File: src/rtl/ram_access_arbiter_if.sv
// ram_access_arbiter_if: request/acknowledge bus between the two requesters and the RAM arbiter
// Port A (instruction fetch, read-only): a_req, a_addr in; a_rdata, a_ack out.
// Port B (data access, read/write): b_req, b_we, b_addr, b_wdata in; b_rdata, b_ack out.
// master = requester side, slave = arbiter side.
interface ram_access_arbiter_if #(
    parameter int ADDR_WIDTH = 12,
    parameter int DATA_WIDTH = 32
);
    logic                  a_req;
    logic [ADDR_WIDTH-1:0] a_addr;
    logic [DATA_WIDTH-1:0] a_rdata;
    logic                  a_ack;
    logic                  b_req;
    logic                  b_we;
    logic [ADDR_WIDTH-1:0] b_addr;
    logic [DATA_WIDTH-1:0] b_wdata;
    logic [DATA_WIDTH-1:0] b_rdata;
    logic                  b_ack;
    modport master (
        output a_req, a_addr, b_req, b_we, b_addr, b_wdata,
        input  a_rdata, a_ack, b_rdata, b_ack
    );
    modport slave (
        input  a_req, a_addr, b_req, b_we, b_addr, b_wdata,
        output a_rdata, a_ack, b_rdata, b_ack
    );
endinterface

File: src/rtl/ram_access_arbiter.sv
// ram_access_arbiter: round-robin sharing of one async-read, load-strobe-write RAM between two ports
// clk, rst        : clock, synchronous active-high reset
// bus             : port A / port B request-acknowledge bus (slave side)
// busy            : high whenever a RAM access is in progress
// ram_address     : registered RAM word address
// ram_data_in     : registered RAM write data
// ram_load        : registered write strobe, RAM writes on its rising edge
// ram_data_out    : RAM asynchronous read data
module ram_access_arbiter #(
    parameter int ADDR_WIDTH = 12,
    parameter int DATA_WIDTH = 32
) (
    input  logic                  clk,
    input  logic                  rst,
    ram_access_arbiter_if.slave   bus,
    output logic                  busy,
    output logic [ADDR_WIDTH-1:0] ram_address,
    output logic [DATA_WIDTH-1:0] ram_data_in,
    output logic                  ram_load,
    input  logic [DATA_WIDTH-1:0] ram_data_out
);
    typedef enum logic [1:0] {IDLE, READ, WR_SETUP, WR_STROBE} state_t;
    state_t state, state_n;
    logic last_b, sel_b, grant_a, grant_b, elig_a, elig_b;
    // A port whose ack is high this cycle is not eligible, so a held request is not granted twice.
    always_comb begin
        elig_a  = state == IDLE && bus.a_req && !bus.a_ack;
        elig_b  = state == IDLE && bus.b_req && !bus.b_ack;
        grant_a = elig_a && (!elig_b || last_b);
        grant_b = elig_b && !grant_a;
        state_n = state == IDLE ? (grant_a ? READ : grant_b ? (bus.b_we ? WR_SETUP : READ) : IDLE) :
                  state == WR_SETUP ? WR_STROBE : IDLE;
    end
    always_ff @(posedge clk) begin
        if (rst) begin
            state       <= IDLE;
            last_b      <= 1'b1;
            sel_b       <= 1'b0;
            bus.a_ack   <= 1'b0;
            bus.b_ack   <= 1'b0;
            bus.a_rdata <= '0;
            bus.b_rdata <= '0;
            ram_address <= '0;
            ram_data_in <= '0;
            ram_load    <= 1'b0;
        end else begin
            state     <= state_n;
            bus.a_ack <= state == READ && !sel_b;
            bus.b_ack <= (state == READ && sel_b) || state == WR_STROBE;
            // Strobe rises one cycle after address/data settle and falls after exactly one cycle.
            ram_load  <= state == WR_SETUP;
            if (state == READ && !sel_b) bus.a_rdata <= ram_data_out;
            if (state == READ && sel_b) bus.b_rdata <= ram_data_out;
            if (grant_a || grant_b) begin
                ram_address <= grant_a ? bus.a_addr : bus.b_addr;
                sel_b       <= grant_b;
                last_b      <= grant_b;
            end
            if (grant_b && bus.b_we) ram_data_in <= bus.b_wdata;
        end
    end
    assign busy = state != IDLE;
endmodule
File: src/flat_wrapper.sv
// flat-port wrapper written by rule: the top's interface ports become plain ports
module ram_access_arbiter_flat 
#(
    parameter int ADDR_WIDTH = 12,
    parameter int DATA_WIDTH = 32
)
  (clk, rst, busy, ram_address, ram_data_in, ram_load, ram_data_out, bus_a_req, bus_a_addr, bus_b_req, bus_b_we, bus_b_addr, bus_b_wdata, bus_a_rdata, bus_a_ack, bus_b_rdata, bus_b_ack);
  ram_access_arbiter_if #(.ADDR_WIDTH(ADDR_WIDTH), .DATA_WIDTH(DATA_WIDTH)) bus_i ();
  input  logic clk;
  input  logic rst;
  output logic busy;
  output logic [ADDR_WIDTH-1:0] ram_address;
  output logic [DATA_WIDTH-1:0] ram_data_in;
  output logic ram_load;
  input  logic [DATA_WIDTH-1:0] ram_data_out;
  input wire logic [$bits(bus_i.a_req)-1:0] bus_a_req;
  input wire logic [$bits(bus_i.a_addr)-1:0] bus_a_addr;
  input wire logic [$bits(bus_i.b_req)-1:0] bus_b_req;
  input wire logic [$bits(bus_i.b_we)-1:0] bus_b_we;
  input wire logic [$bits(bus_i.b_addr)-1:0] bus_b_addr;
  input wire logic [$bits(bus_i.b_wdata)-1:0] bus_b_wdata;
  output wire logic [$bits(bus_i.a_rdata)-1:0] bus_a_rdata;
  output wire logic [$bits(bus_i.a_ack)-1:0] bus_a_ack;
  output wire logic [$bits(bus_i.b_rdata)-1:0] bus_b_rdata;
  output wire logic [$bits(bus_i.b_ack)-1:0] bus_b_ack;
  assign bus_i.a_req = bus_a_req;
  assign bus_i.a_addr = bus_a_addr;
  assign bus_i.b_req = bus_b_req;
  assign bus_i.b_we = bus_b_we;
  assign bus_i.b_addr = bus_b_addr;
  assign bus_i.b_wdata = bus_b_wdata;
  assign bus_a_rdata = bus_i.a_rdata;
  assign bus_a_ack = bus_i.a_ack;
  assign bus_b_rdata = bus_i.b_rdata;
  assign bus_b_ack = bus_i.b_ack;
  ram_access_arbiter #(.ADDR_WIDTH(ADDR_WIDTH), .DATA_WIDTH(DATA_WIDTH)) u_core (.clk(clk), .rst(rst), .bus(bus_i), .busy(busy), .ram_address(ram_address), .ram_data_in(ram_data_in), .ram_load(ram_load), .ram_data_out(ram_data_out));
endmodule
File: config.mk
export PLATFORM = sky130hd
export DESIGN_NAME = ram_access_arbiter_flat
export DESIGN_NICKNAME = d
export VERILOG_FILES = /design/src/rtl/ram_access_arbiter_if.sv /design/src/rtl/ram_access_arbiter.sv /design/src/flat_wrapper.sv
export SDC_FILE = /design/constraint.sdc
export NUM_CORES = 1
export LEC_CHECK = 0
export ABC_CLOCK_PERIOD_IN_PS = 2200
export CORE_MARGIN = 1.5
export CORE_UTILIZATION = 41
export CTS_CLUSTER_SIZE = 12
export DETAILED_ROUTE_END_ITERATION = 16
export GPL_TIMING_DRIVEN = 0
export PLACE_DENSITY = 0.83
export SLEW_MARGIN = 20
export SYNTH_ARGS = -nofsm -noshare
export SYNTH_HDL_FRONTEND = slang
export SYNTH_SLANG_ARGS = --single-unit
export TNS_END_PERCENT = 10
File: constraint.sdc
create_clock -name clk -period 2.2 [get_ports clk]
set_input_delay 0.22 -clock clk [delete_from_list [all_inputs] [get_ports clk]]
set_output_delay 0.22 -clock clk [all_outputs]
set_load 0.01 [all_outputs]
==> results of run 1 <==
==> layout make-up <==
cell class,count,area (um^2)
Inverter,2,7.51
Tap cell,136,170
Multi-Input combinational cell,361,1850
Clock buffer,20,455
Timing Repair Buffer,203,2030
Buffer,44,228
Fill cell,819,3180
Clock inverter,12,141
Sequential cell,115,2300
==> cells in the mapped netlist (2+ instances only) <==
| cell | number |
|---|---|
| clkbuf_1 | 35 |
| a21oi_1 | 65 |
| or3b_2 | 2 |
| nor3_1 | 13 |
| o211a_1 | 2 |
| o21ai_0 | 14 |
| nand2_1 | 193 |
| buf_2 | 5 |
| nor2_1 | 3 |
| mux2i_1 | 32 |
| nor3b_1 | 4 |
| nand3_1 | 12 |
| inv_1 | 2 |
| dfxtp_1 | 115 |
| buf_12 | 3 |
| or2_2 | 2 |
| nor4b_4 | 2 |
| a311oi_1 | 12 |
==> logic make-up (layout without fill, tap and decap cells) <==
kind of cell           count (synthesis)  in the layout  share of synthesized area [%]
flip-flops                           115            115                           52.5
multiplexers                          32             32                           7.30
AND/OR/NAND/NOR                      234            234                           22.7
buffers and inverters                 46            281                           5.36
AO/OA/AOI/OAI                         95             95                           12.2
==> metrics by stage <==
stage / util [%] / instance area [um^2] / hold slack [ns]
floorplan: - / 4390 / 0.356
global placement: 63.5 / 6590 / 0.442
detailed placement: 63.5 / 6590 / 0.447
CTS: 69.3 / 7190 / 0.248
global route: 69.3 / 7190 / 0.262
finish: 69.3 / 7190 / 0.266
==> flip-flops by register name, summed over array words and instances (netlist names) <==
signal,cells
u_core.bus.a_ack,1
u_core.bus.a_rdata,32
u_core.bus.b_ack,1
u_core.bus.b_rdata,32
u_core.last_b,1
u_core.ram_address,12
u_core.ram_data_in,32
u_core.ram_load,1
u_core.sel_b,1
u_core.state,2
==> worst max-delay path, delay by kind of cell (launching register included) <==
family | cells | cell delay [ns]
buf+inv | 2 | 0.68
flops | 1 | 0.31
simple gates | 1 | 0.31
==> per-layer routing <==
layer / share of wire [%] / up-vias / GRT usage, %
li1: - / 2189 / -
met2: 50 / 182 / 43.3
met1: 41 / 2114 / 26.1
met4: 1.6 / 0 / 8.38
met3: 7.8 / 23 / 9.01
met5: 0 / - / 0
==> path summary, 6_finish.rpt <==
kind / endpoint / slack [ns] / cells past startpoint
setup reg to reg: u_core.bus.a_rdata[14] / 0.24 / 5
hold / removal: u_core.ram_data_in[14] / 0.27 / 3
hold reg to reg: u_core.bus.b_rdata[10] / 0.45 / 2
setup / recovery: busy / 0.19 / 3
==> cells in the final DEF (no fill, tap or decap), types with 5 or more instances in the layout <==
cell	Yosys	layout
a21oi_1	65	65
a311oi_1	12	12
buf_2	5	5
clkbuf_1	35	35
clkbuf_16	0	16
clkdlybuf4s50_1	0	203
dfxtp_1	115	115
inv_6	0	6
mux2i_1	32	32
nand2_1	193	193
nand3_1	12	12
nor3_1	13	13
o21ai_0	14	14
==> power groups by stage <==
stage,Combinational [mW],Sequential (mW),Clock [mW]
global route,1.21,2.34,2.89
finish,1.12,2.32,2.74
detailed placement,1.12,2.37,0
floorplan,0.455,2.43,0
CTS,1.13,2.32,2.78
global placement,1.09,2.36,0
==> metrics, run 1 <==
startpoint types=flop; Post-synth top flop=dfxtp_1; biggest area consumer among synthesized cells=dfxtp_1; total wire length=13.8 mm; max_cap viols=0; number of synthesized flops with an enable pin=0; total chip power=6.19 mW; IO Count=205; worst reg2reg startpoint=u_core.state[0]; clock-pin slew on the worst setup and hold paths=0.06 ns; switch share=a little over a quarter; fmax=about 500 MHz; dpl ws=0.125 ns; GRT overflow=0; PortBufs=203; Flop pwr share=between 30% and 40%; Final Hold Viols=0; fraction of registers with async set/reset=0%; vias in the first global route=4496; post-CTS setup buffers=0; slowest CP cell=clkdlybuf4s50_1; area share of the largest cell type after synthesis=52.5%; pwr dens=861 mW/mm^2; Initial DRT Pass Iterations=5; CORE AREA=0.0104 mm^2; Pins Over Slew Limit=0; Syn Inst Count=522; critical-path cell list=buf_2 > or2_2 > clkdlybuf4s50_1; crit path max fanout=10; Peak supply drop=0.000497 V; unrepaired setup endpoints after global routing=false; Min-Delay Startpoint=bus_b_wdata[14]; CTS Sinks=115; Clk Latency, worst-skew pair=0.51 ns; clock network fraction of total power=44.3%; H-tree lvl count=4; Rel. slew slack=55.6%; top post-synthesis cells by area=dfxtp_1 (52%), nand2_1 (17%), a21oi_1 (7.4%); pin slew with the least headroom to its limit=0.665 ns; total leakage power=2.59 nW; post-route minimum period=a little over 2 ns; kind of critical path=reg2out; via count=between 4000 and 5000; period utilization=91.4%; Worst Setup SP=u_core.state[1]; DRT iter0 DRCs=between 150 and 200; Non-Filler Instances=between 800 and 900; #FFs+latches synth=115; Area Overhead vs Synth=63.8%; CP endpoint kind=primary output; power share of the combinational group=18.1%; Avg Inst Size Synth=8.41 um^2; DR WL/cell=15.5 um; gpl congestion=just under 0.8; status=complete, no violations; net switching power=around 1.6 mW; via-per-instance ratio=5.05; CP arrival=1.79 ns; Total Routing Usage GR=24.2%; die area=between 0.01 and 0.015 mm^2; distinct cell type count after synthesis=24; die width=106 um; CTS tree=built; fin worst setup slack=0.188 ns; cts hold-fix bufs=0; dpl hpwl=10.2 mm; Crit path required time=1.98 ns; CTS Buf Count=17; die height=106 um; root buffer cell=clkbuf_8; share of cells above drive strength 1=6.21%; Fin Setup TNS=0 ns; DRC Markers=0; row count=37; largest net degree at the start of global routing=17; share of the yosys chip area belonging to registers=52.5%; global-route wire length before repair=~22 mm; placed cell count=861; initial antenna violation count=0; final setup violation count=0; Int Power=roughly 4.6 mW; Post-Syn Nets=about 620; CTS resizes=0; Final ANT Viol Nets=0; Warnings, synthesis=0; Clock Path Buffers=2; worst stage delay on the critical path=0.49 ns; clock skew=0.0146 ns; Final #Nets=between 800 and 900; Initial Util=42.3%; Netlist Area Pre-Place=0.00439 mm^2; diodes inserted=0; Hold Crit Class=in2reg
Power figures use the tool's default switching activity.
==> inputs of run 2 (changes only) <==
- CORE_ASPECT_RATIO: unset -> 1.4
==> run 2 against run 1 <==
- flip-flop and latch count unchanged
- final area is 0.82% lower
- routed wire length shrank 2.2%
- critical path type is now reg2reg
- critical endpoint is now u_core.bus.a_rdata[14]
- highest routed layer unchanged
==> metrics, run 2 (synthesis gave the netlist of run 1 again) <==
worst reg2reg path depth=5; final setup violation count=0; via-per-instance ratio=5.02; vias in the first global route=4549; CORE AREA=~0.010 mm^2; worst reg2reg startpoint=u_core.state[0]; DRC Markers=0; Min-Delay Startpoint=bus_b_wdata[3]; commonest non-fill, non-tap cell in the layout=clkdlybuf4s50_1; Clk Latency, worst-skew pair=0.40 ns; Fin Setup TNS=0 ns; pin slew with the least headroom to its limit=0.652 ns; most frequent cells in the layout=clkdlybuf4s50_1 (203), nand2_1 (193), dfxtp_1 (115); Rel. slew slack=~56%; Peak supply drop=~0.00055 V; Final #Nets=837; Hold Path Sink=u_core.ram_data_in[3]; share of cells above drive strength 1=6.21%; R2R setup slack=about 0.26 ns; Placed Area=0.00659 mm^2; dpl hpwl=roughly 10 mm; total leakage power=around 2.5 nW; unrepaired setup endpoints after global routing=false; CTS Buf Count=17; CTS Sinks=between 100 and 150; fmax=between 500 and 600 MHz; final non-filler cell area=0.00713 mm^2; Clock Path Buffers=2; row count=between 40 and 50; diodes inserted=0; clock-pin slew on the worst setup and hold paths=0.06 ns; post-CTS setup buffers=0; Final Hold Viols=0; IO Count=205; Initial DRT Pass Iterations=4; CTS tree=built; Pins Over Slew Limit=0; GRT overflow=0; via count=4495; max_cap viols=0; status=complete, no violations; period utilization=88.2%; DRT iter0 DRCs=around 200; DR WL/cell=around 15 um; CP endpoint kind=flop; fillers=825; reg2reg end=u_core.bus.a_rdata[14]; post-route minimum period=about 1.9 ns; largest net degree at the start of global routing=17; Total Routing Usage GR=24.0%; root buffer cell=clkbuf_16; Worst Hold Depth=3; Initial Util=42.2%; Final ANT Viol Nets=0; CP arrival=2.27 ns; initial antenna violation count=0; kind of critical path=reg2reg; die width=90.4 um; Hold Crit Class=in2reg; cts hold-fix bufs=0; die area=0.0113 mm^2; CTS resizes=0; biggest regs=u_core.bus.a_rdata: 32 flops, u_core.bus.b_rdata: 32 flops, u_core.ram_data_in: 32 flops; global-route wire length before repair=21.8 mm; startpoint types=flop; total wire length=between 10 and 15 mm; H-tree lvl count=4; crit path max fanout=10; Area Overhead vs Synth=62.4%; gpl congestion=0.882; Crit path required time=2.53 ns; Hold WS=0.378 ns; pwr dens=825 mW/mm^2; PortBufs=203; clock skew=0.00726 ns; die height=125 um
==> run 2: changes by cell type in the layout (fill, tap and decap cells not counted), sizes merged <==
cell,previous run,this run
clkinvlp,2,5
bufinv,2,0
clkbuf,55,52
inv,8,5
clkinv,2,7
==> run 2: worst max-delay path by stage <==
stage                     startpoint                endpoint  slack (ns)  cells past startpoint
floorplan           u_core.bus.a_ack   u_core.ram_data_in[0]        0.49                      6
detailed placement         bus_a_req  u_core.ram_data_in[26]         0.1                      7
finish               u_core.state[0]  u_core.bus.a_rdata[14]        0.26                      5
global placement           bus_a_req  u_core.ram_data_in[24]        0.16                      7
CTS                  u_core.state[0]  u_core.bus.a_rdata[14]        0.27                      5
global route         u_core.state[0]  u_core.bus.a_rdata[19]        0.01                      5
==> run 2: stage by stage <==
stage / setup WS, ns / util, % / total power, mW / cells
global placement: 0.161 / 63.4 / 3.45 / 863
floorplan: 0.487 / - / 2.88 / 522
global route: 0.0129 / 68.5 / 6.12 / 895
detailed placement: 0.0968 / 63.4 / 3.49 / 863
finish: 0.260 / 68.5 / 5.88 / 895
CTS: 0.269 / 68.5 / 5.92 / 895
==> run 2: where the power goes <==
| part | switching, mW | internal (mW) | total (mW) |
|---|---|---|---|
| Combinational | 0.527 | 0.590 | 1.12 |
| Sequential | 0.0889 | 2.24 | 2.33 |
| Clock | 0.995 | 1.44 | 2.44 |
| Total | 1.61 | 4.27 | 5.88 |
==> run 2: metal layers <==
layer	GRT usage (%)	part of all wire [%]	up-vias	wire, um
met2	43.1	51	184	6860
met5	0	0	-	0
met4	9.99	2.5	0	335
met3	7.00	6.9	31	934
li1	-	-	2187	-
met1	26.2	40	2093	5390
==> run 2: area by class of cell <==
cell class	count	area, um^2	share of cell area (%)
Clock buffer	17	425	5.97
Multi-Input combinational cell	361	1850	26.0
Clock inverter	15	110	1.54
Inverter	2	7.51	0.105
Buffer	44	228	3.19
Timing Repair Buffer	203	2030	28.5
Tap cell	138	173	2.42
Sequential cell	115	2300	32.3
==> run 2: critical path: stages (launching register included) <==
cell,delay [ns]
dfxtp_1,0.31
buf_2,0.23
nor3b_1,0.58
clkbuf_1,0.46
nand2_1,0.13
a21oi_1,0.15
